$ cat src/rtl/rrf_wb_arbiter.sv
// Writeback arbiter: three result sources (ALU0, ALU1, LSU) share one RRF write port.
// Define RRF_WB_RR_EN for round-robin arbitration; default build is fixed priority req0 > req1 > req2.

// Small generic FIFO with occupancy count; ready is a pure function of registered count.
// Latency: a pushed entry is visible at the head the cycle after the push edge.
// Backpressure: push_rdy drops when full, even if the head is popped in that same cycle.
module rrf_wb_fifo #(
  parameter int W     = 8,
  parameter int DEPTH = 2,
  parameter int AW    = $clog2(DEPTH),
  parameter int CW    = $clog2(DEPTH) + 1
) (
  input  logic          clk,
  input  logic          reset_n,
  input  logic          clr,
  input  logic          push_vld,
  input  logic [W-1:0]  push_dat,
  output logic          push_rdy,
  input  logic          pop,
  output logic [W-1:0]  head_dat,
  output logic [CW-1:0] count
);

  localparam logic [CW-1:0] FULL = CW'(DEPTH);

  logic [W-1:0]  mem [DEPTH];
  logic [AW-1:0] wr_ptr;
  logic [AW-1:0] rd_ptr;
  logic          push;
  logic          do_pop;

  assign push_rdy = (count != FULL);
  assign push     = push_vld && push_rdy && !clr;
  assign do_pop   = pop && (count != '0) && !clr;
  assign head_dat = mem[rd_ptr];

  always_ff @(posedge clk) begin
    if (push) mem[wr_ptr] <= push_dat;
  end

  always_ff @(posedge clk or negedge reset_n) begin
    if (!reset_n) begin
      wr_ptr <= '0;
      rd_ptr <= '0;
      count  <= '0;
    end else if (clr) begin
      wr_ptr <= '0;
      rd_ptr <= '0;
      count  <= '0;
    end else begin
      if (push)   wr_ptr <= wr_ptr + 1'b1;
      if (do_pop) rd_ptr <= rd_ptr + 1'b1;
      case ({push, do_pop})
        2'b10:   count <= count + 1'b1;
        2'b01:   count <= count - 1'b1;
        default: count <= count;
      endcase
    end
  end

endmodule

// Arbitrates three per-requester result queues onto one registered RRF write port.
// Latency: result accepted at edge E is written (forward_rrf_we_o) after edge E+1.
// Backpressure: req_ready_o[k] low while queue k is full; kill_i flushes all queues.
module rrf_wb_arbiter #(
  parameter int QDEPTH   = 2,
  parameter int RRF_SEL  = 6,
  parameter int DATA_LEN = 32
) (
  input  logic                  clk_i,
  input  logic                  reset_i,
  input  logic                  kill_i,
  input  logic [2:0]            req_valid_i,
  input  logic [3*RRF_SEL-1:0]  req_rrftag_i,
  input  logic [3*DATA_LEN-1:0] req_data_i,
  output logic [2:0]            req_ready_o,
  output logic                  forward_rrf_we_o,
  output logic [RRF_SEL-1:0]    forward_rrftag_o,
  output logic [DATA_LEN-1:0]   forward_rrfdata_o,
  output logic [2:0]            grant_o
);

  localparam int CW = $clog2(QDEPTH) + 1;
  localparam int EW = RRF_SEL + DATA_LEN;

  typedef struct packed {
    logic [RRF_SEL-1:0]  tag;
    logic [DATA_LEN-1:0] data;
  } entry_t;

  entry_t        head [3];
  entry_t        win_head;
  logic [CW-1:0] count [3];
  logic [2:0]    nonempty;
  logic [2:0]    sel;

  for (genvar k = 0; k < 3; k++) begin : g_q
    entry_t in_ent;
    assign in_ent.tag  = req_rrftag_i[k*RRF_SEL +: RRF_SEL];
    assign in_ent.data = req_data_i[k*DATA_LEN +: DATA_LEN];

    rrf_wb_fifo #(.W(EW), .DEPTH(QDEPTH)) u_fifo (
      .clk      (clk_i),
      .reset_n  (reset_i),
      .clr      (kill_i),
      .push_vld (req_valid_i[k]),
      .push_dat (in_ent),
      .push_rdy (req_ready_o[k]),
      .pop      (sel[k]),
      .head_dat (head[k]),
      .count    (count[k])
    );

    assign nonempty[k] = (count[k] != '0);
  end

  // First non-empty queue in the order a, b, c.
  function automatic logic [2:0] pick3(input logic [2:0] ne, input logic [1:0] a,
                                       input logic [1:0] b, input logic [1:0] c);
    logic [2:0] g;
    g = '0;
    if (ne[a])      g[a] = 1'b1;
    else if (ne[b]) g[b] = 1'b1;
    else if (ne[c]) g[c] = 1'b1;
    return g;
  endfunction

`ifdef RRF_WB_RR_EN
  logic [1:0] last_grant;

  always_comb begin
    sel = '0;
    case (last_grant)
      2'd0:    sel = pick3(nonempty, 2'd1, 2'd2, 2'd0);
      2'd1:    sel = pick3(nonempty, 2'd2, 2'd0, 2'd1);
      default: sel = pick3(nonempty, 2'd0, 2'd1, 2'd2);
    endcase
  end

  always_ff @(posedge clk_i or negedge reset_i) begin
    if (!reset_i) begin
      last_grant <= 2'd2;
    end else if (!kill_i && (sel != '0)) begin
      last_grant <= sel[0] ? 2'd0 : (sel[1] ? 2'd1 : 2'd2);
    end
  end
`else
  always_comb begin
    sel = pick3(nonempty, 2'd0, 2'd1, 2'd2);
  end
`endif

  always_comb begin
    win_head = head[0];
    if (sel[1]) win_head = head[1];
    if (sel[2]) win_head = head[2];
  end

  // Tag/data keep their last written value when idle or flushed.
  always_ff @(posedge clk_i or negedge reset_i) begin
    if (!reset_i) begin
      forward_rrf_we_o  <= 1'b0;
      forward_rrftag_o  <= '0;
      forward_rrfdata_o <= '0;
      grant_o           <= '0;
    end else if (kill_i) begin
      forward_rrf_we_o <= 1'b0;
      grant_o          <= '0;
    end else begin
      forward_rrf_we_o <= (sel != '0);
      grant_o          <= sel;
      if (sel != '0) begin
        forward_rrftag_o  <= win_head.tag;
        forward_rrfdata_o <= win_head.data;
      end
    end
  end

endmodule

$ cat config.mk
export PLATFORM = sky130hd
export DESIGN_NAME = rrf_wb_arbiter
export DESIGN_NICKNAME = d
export VERILOG_FILES = /design/src/rtl/rrf_wb_arbiter.sv
export SDC_FILE = /design/constraint.sdc
export NUM_CORES = 1
export LEC_CHECK = 0
export ABC_AREA = 1
export CAP_MARGIN = 5
export CORE_ASPECT_RATIO = 1.4
export CORE_MARGIN = 1.5
export CORE_UTILIZATION = 30
export CTS_BUF_LIST = sky130_fd_sc_hd__clkbuf_4
export CTS_CLUSTER_SIZE = 8
export DETAILED_ROUTE_END_ITERATION = 10
export GPL_TIMING_DRIVEN = 0
export PLACE_DENSITY = 0.61
export SYNTH_ARGS = -nofsm -noshare
export SYNTH_HDL_FRONTEND = slang
export SYNTH_HIERARCHICAL = 1
export SYNTH_SLANG_ARGS = --single-unit
export TNS_END_PERCENT = 50
$ cat constraint.sdc
create_clock -name clk_i -period 4.3 [get_ports clk_i]
set_clock_uncertainty 0.2 [all_clocks]
set_input_delay 0.43 -clock clk_i [delete_from_list [all_inputs] [get_ports clk_i]]
set_output_delay 0.43 -clock clk_i [all_outputs]
set_load 0.01 [all_outputs]
==> out/qor.txt <==
status: completed
Worst-Margin Slew: 0.918 ns
CORE AREA: 0.0377 mm²
RSZ-0062 raised after global routing: false
total number of vias: 8348
PwrDens: 578 mW/mm²
DRC viols: 0
DP Worst Slack: 1.49 ns
post-layout min period: 2.64 ns
TritonCTS Buffers: 72
worst-path maximum fanout: 7
CP Launch Type: flop
Yosys cell types: 21
vias in the first global route: 8451
chip width: 169 µm
Worst-path clk slew: 0.06 ns
CP peak stage delay: 0.58 ns
Synth Register Bits: 282
Net Sw Frac: 0.351
Clock Tree Buf Depth: 3
clock tree root driver cell: clkbuf_4
final WL: 30400 µm
Die Y-Extent: 235 µm
antenna violations before repair: 2
port bufs: 164
Max transition margin: 0.386
Mapped Avg Cell Area: 10.5 µm²
simple-gate share of the synthesized area: 0.249
Ys Warns: 6
largest family of logic cells by synthesized area: simple AND/OR/NAND/NOR gates
final setup fails: 0
P_leak: 6.23 nW
final hold viol count: 0
Setup TNS: 0 ns
worst setup slack after layout: 1.66 ns
wire per inst: 16.2 µm
mux cell area share after synthesis: 0
Compound-Gate Fraction of Synth Area: 0.00975
CP Depth: 3
post-synthesis adder-cell area fraction: 0
clock sink count: 282
Worst-Skew Late Latency: 0.74 ns
Post-CTS Setup Repair Bufs: 0
RD Place Congestion: 0.789
Crit path buffers/inverters: 2
Gate Count Post-Synth: 1095
first-pass GRT wire length: 46300 µm
Final #Nets: 1475
Initial Util: 0.306
Die Area: 0.0397 mm²
final worst-path cycle share: 0.614
remaining global-route overflow: 0
clock share of power: 0.261
syn nets: 1215
xor-xnor portion of the synthesized cell area: 0.00228
Multi-input gate area: 0.00306 mm²
largest net degree at the start of global routing: 35
H-tree depth: 3
Initial DRC Count: 481
cells along the critical path: inv_1 -> nand2_2 -> clkdlybuf4s50_1
WP data arrival: 2.01 ns
fin. max-slew vios: 0
hold crit path type: in -> reg
Comb pwr share: 0.328
max-cap violation count: 0
GRT Resource Usage Total: 0.156
Worst VDD drop: 0.157 mV
DR pass1 iterations: 5
internal power: 5.64 mW
Post-DP HPWL: 22700 µm
sequential cell area: 0.00820 mm²
vias per cell: 4.44
standard-cell rows: 84
CP max stage cell: clkdlybuf4s50_1
reg2reg path depth: 12
Worst Setup Path Type: reg -> out
P_sw: 3.05 mW
post-route ant nets: 0
sequential area share after synthesis: 0.710
endpoint class of the critical path: primary output
Layout area overhead: 30.1%
share of layout cells above drive strength 1: 0.128
# fillers: 3591
CTS tree: yes
worst hold path depth: 1
Reg power frac: 0.412
f_max: 379 MHz
Ports: 165
mapped cell area: 0.0115 mm²
Crit path max-delay family: buffers and inverters
CP required: 3.67 ns
what timing repair did:
| item | CTS | global route |
|---|---|---|
| hold buffers | 15 | 0 |
| endpoints found under the hold margin | 78 | 0 |
| resized for setup | 0 | 0 |
through the flow:
stage	cell area [µm²]	utilization	hold WS (ns)	power [mW]	cells
final	15000	0.398	0.0853	8.69	1882
after global routing	15000	0.398	0.0191	9.26	1882
after detailed placement	14000	0.370	0.247	6.50	1739
after floorplan	11500	-	-0.0656	5.21	1095
after global placement	13800	0.365	0.266	6.41	1732
after CTS	15000	0.398	0.000907	8.81	1881
routing by layer:
layer,vias to the layer above,track usage,wire length [µm],share of wire
met2,247,0.276,15800,0.52
li1,4163,-,-,-
met4,2,0.0741,840,0.028
met5,-,0,17,0.00056
met3,53,0.0440,1920,0.063
met1,3883,0.170,11800,0.39
final cells by class:
type,count,share of cell area
sequential,282,0.546
multi-input combinational,735,0.203
timing repair buffer,186,0.128
clock buffer,101,0.0505
tap,473,0.0394
buffer,52,0.0161
clock inverter,26,0.0102
inverter,26,0.00650
antenna,1,0.000167
cell usage in the layout, fill, tap and decap left out:
master / instances
a21oi_1: 6
buf_1: 2
buf_12: 7
buf_2: 29
buf_4: 3
bufinv_16: 2
clkbuf_1: 19
clkbuf_4: 101
clkdlybuf4s50_1: 163
clkinv_1: 25
clkinv_2: 3
dfrtp_1: 54
diode_2: 1
dlygate4sd3_1: 15
edfxtp_1: 228
inv_1: 17
inv_2: 5
nand2_1: 509
nand2_2: 12
nand3_1: 86
nand3_2: 4
nor2_1: 86
nor2_2: 4
nor2_4: 10
o21ai_0: 3
o21ai_1: 9
o21bai_1: 3
xnor2_1: 3
cells in the mapped netlist, drive strengths merged:
library cell | instances | area share
nand2 | 521 | 0.17
edfxtp | 228 | 0.59
nor2 | 100 | 0.036
nand3 | 90 | 0.041
dfrtp | 54 | 0.12
buf | 33 | 0.015
inv | 20 | 0.0065
clkbuf | 19 | 0.0062
o21ai | 12 | 0.0052
a21oi | 6 | 0.0026
clkinv | 6 | 0.0020
o21bai | 3 | 0.0020
xnor2 | 3 | 0.0023
registers in the layout, indices dropped and copies added, names as in the netlist:
name and flops:
g_q.u_fifo/wr_ptr 3, forward_rrftag_o 6, g_q.u_fifo/mem 228, g_q.u_fifo/count 6
g_q.u_fifo/rd_ptr 3, grant_o 3, forward_rrf_we_o 1, forward_rrfdata_o 32
cell families after synthesis:
kind of cell | after synthesis
buffers and inverters | 78
AND/OR/NAND/NOR | 711
XOR/XNOR | 3
flip-flops | 282
AO/OA/AOI/OAI | 21
final timing paths:
kind | startpoint | to | slack (ns)
setup / recovery | g_q[0].u_fifo/count[0] | req_ready_o[0] | 1.66
hold / removal | req_data_i[31] | g_q[0].u_fifo/mem[1][31] | 0.09
min in group asynchronous | reset_i | forward_rrfdata_o[28] | 0.45
max in group asynchronous | reset_i | forward_rrftag_o[1] | 1.89
setup reg to reg | g_q[0].u_fifo/count[1] | g_q[2].u_fifo/count[1] | 1.84
hold reg to reg | forward_rrfdata_o[18] | forward_rrfdata_o[18] | 0.28
power by group through the flow:
stage	sequential, mW	clock (mW)	combinational [mW]
after global placement	3.64	0	2.78
after CTS	3.58	2.34	2.89
after floorplan	3.67	0	1.53
after detailed placement	3.63	0	2.87
final	3.58	2.26	2.85
after global routing	3.62	2.47	3.17
Power figures use the tool's default switching activity.
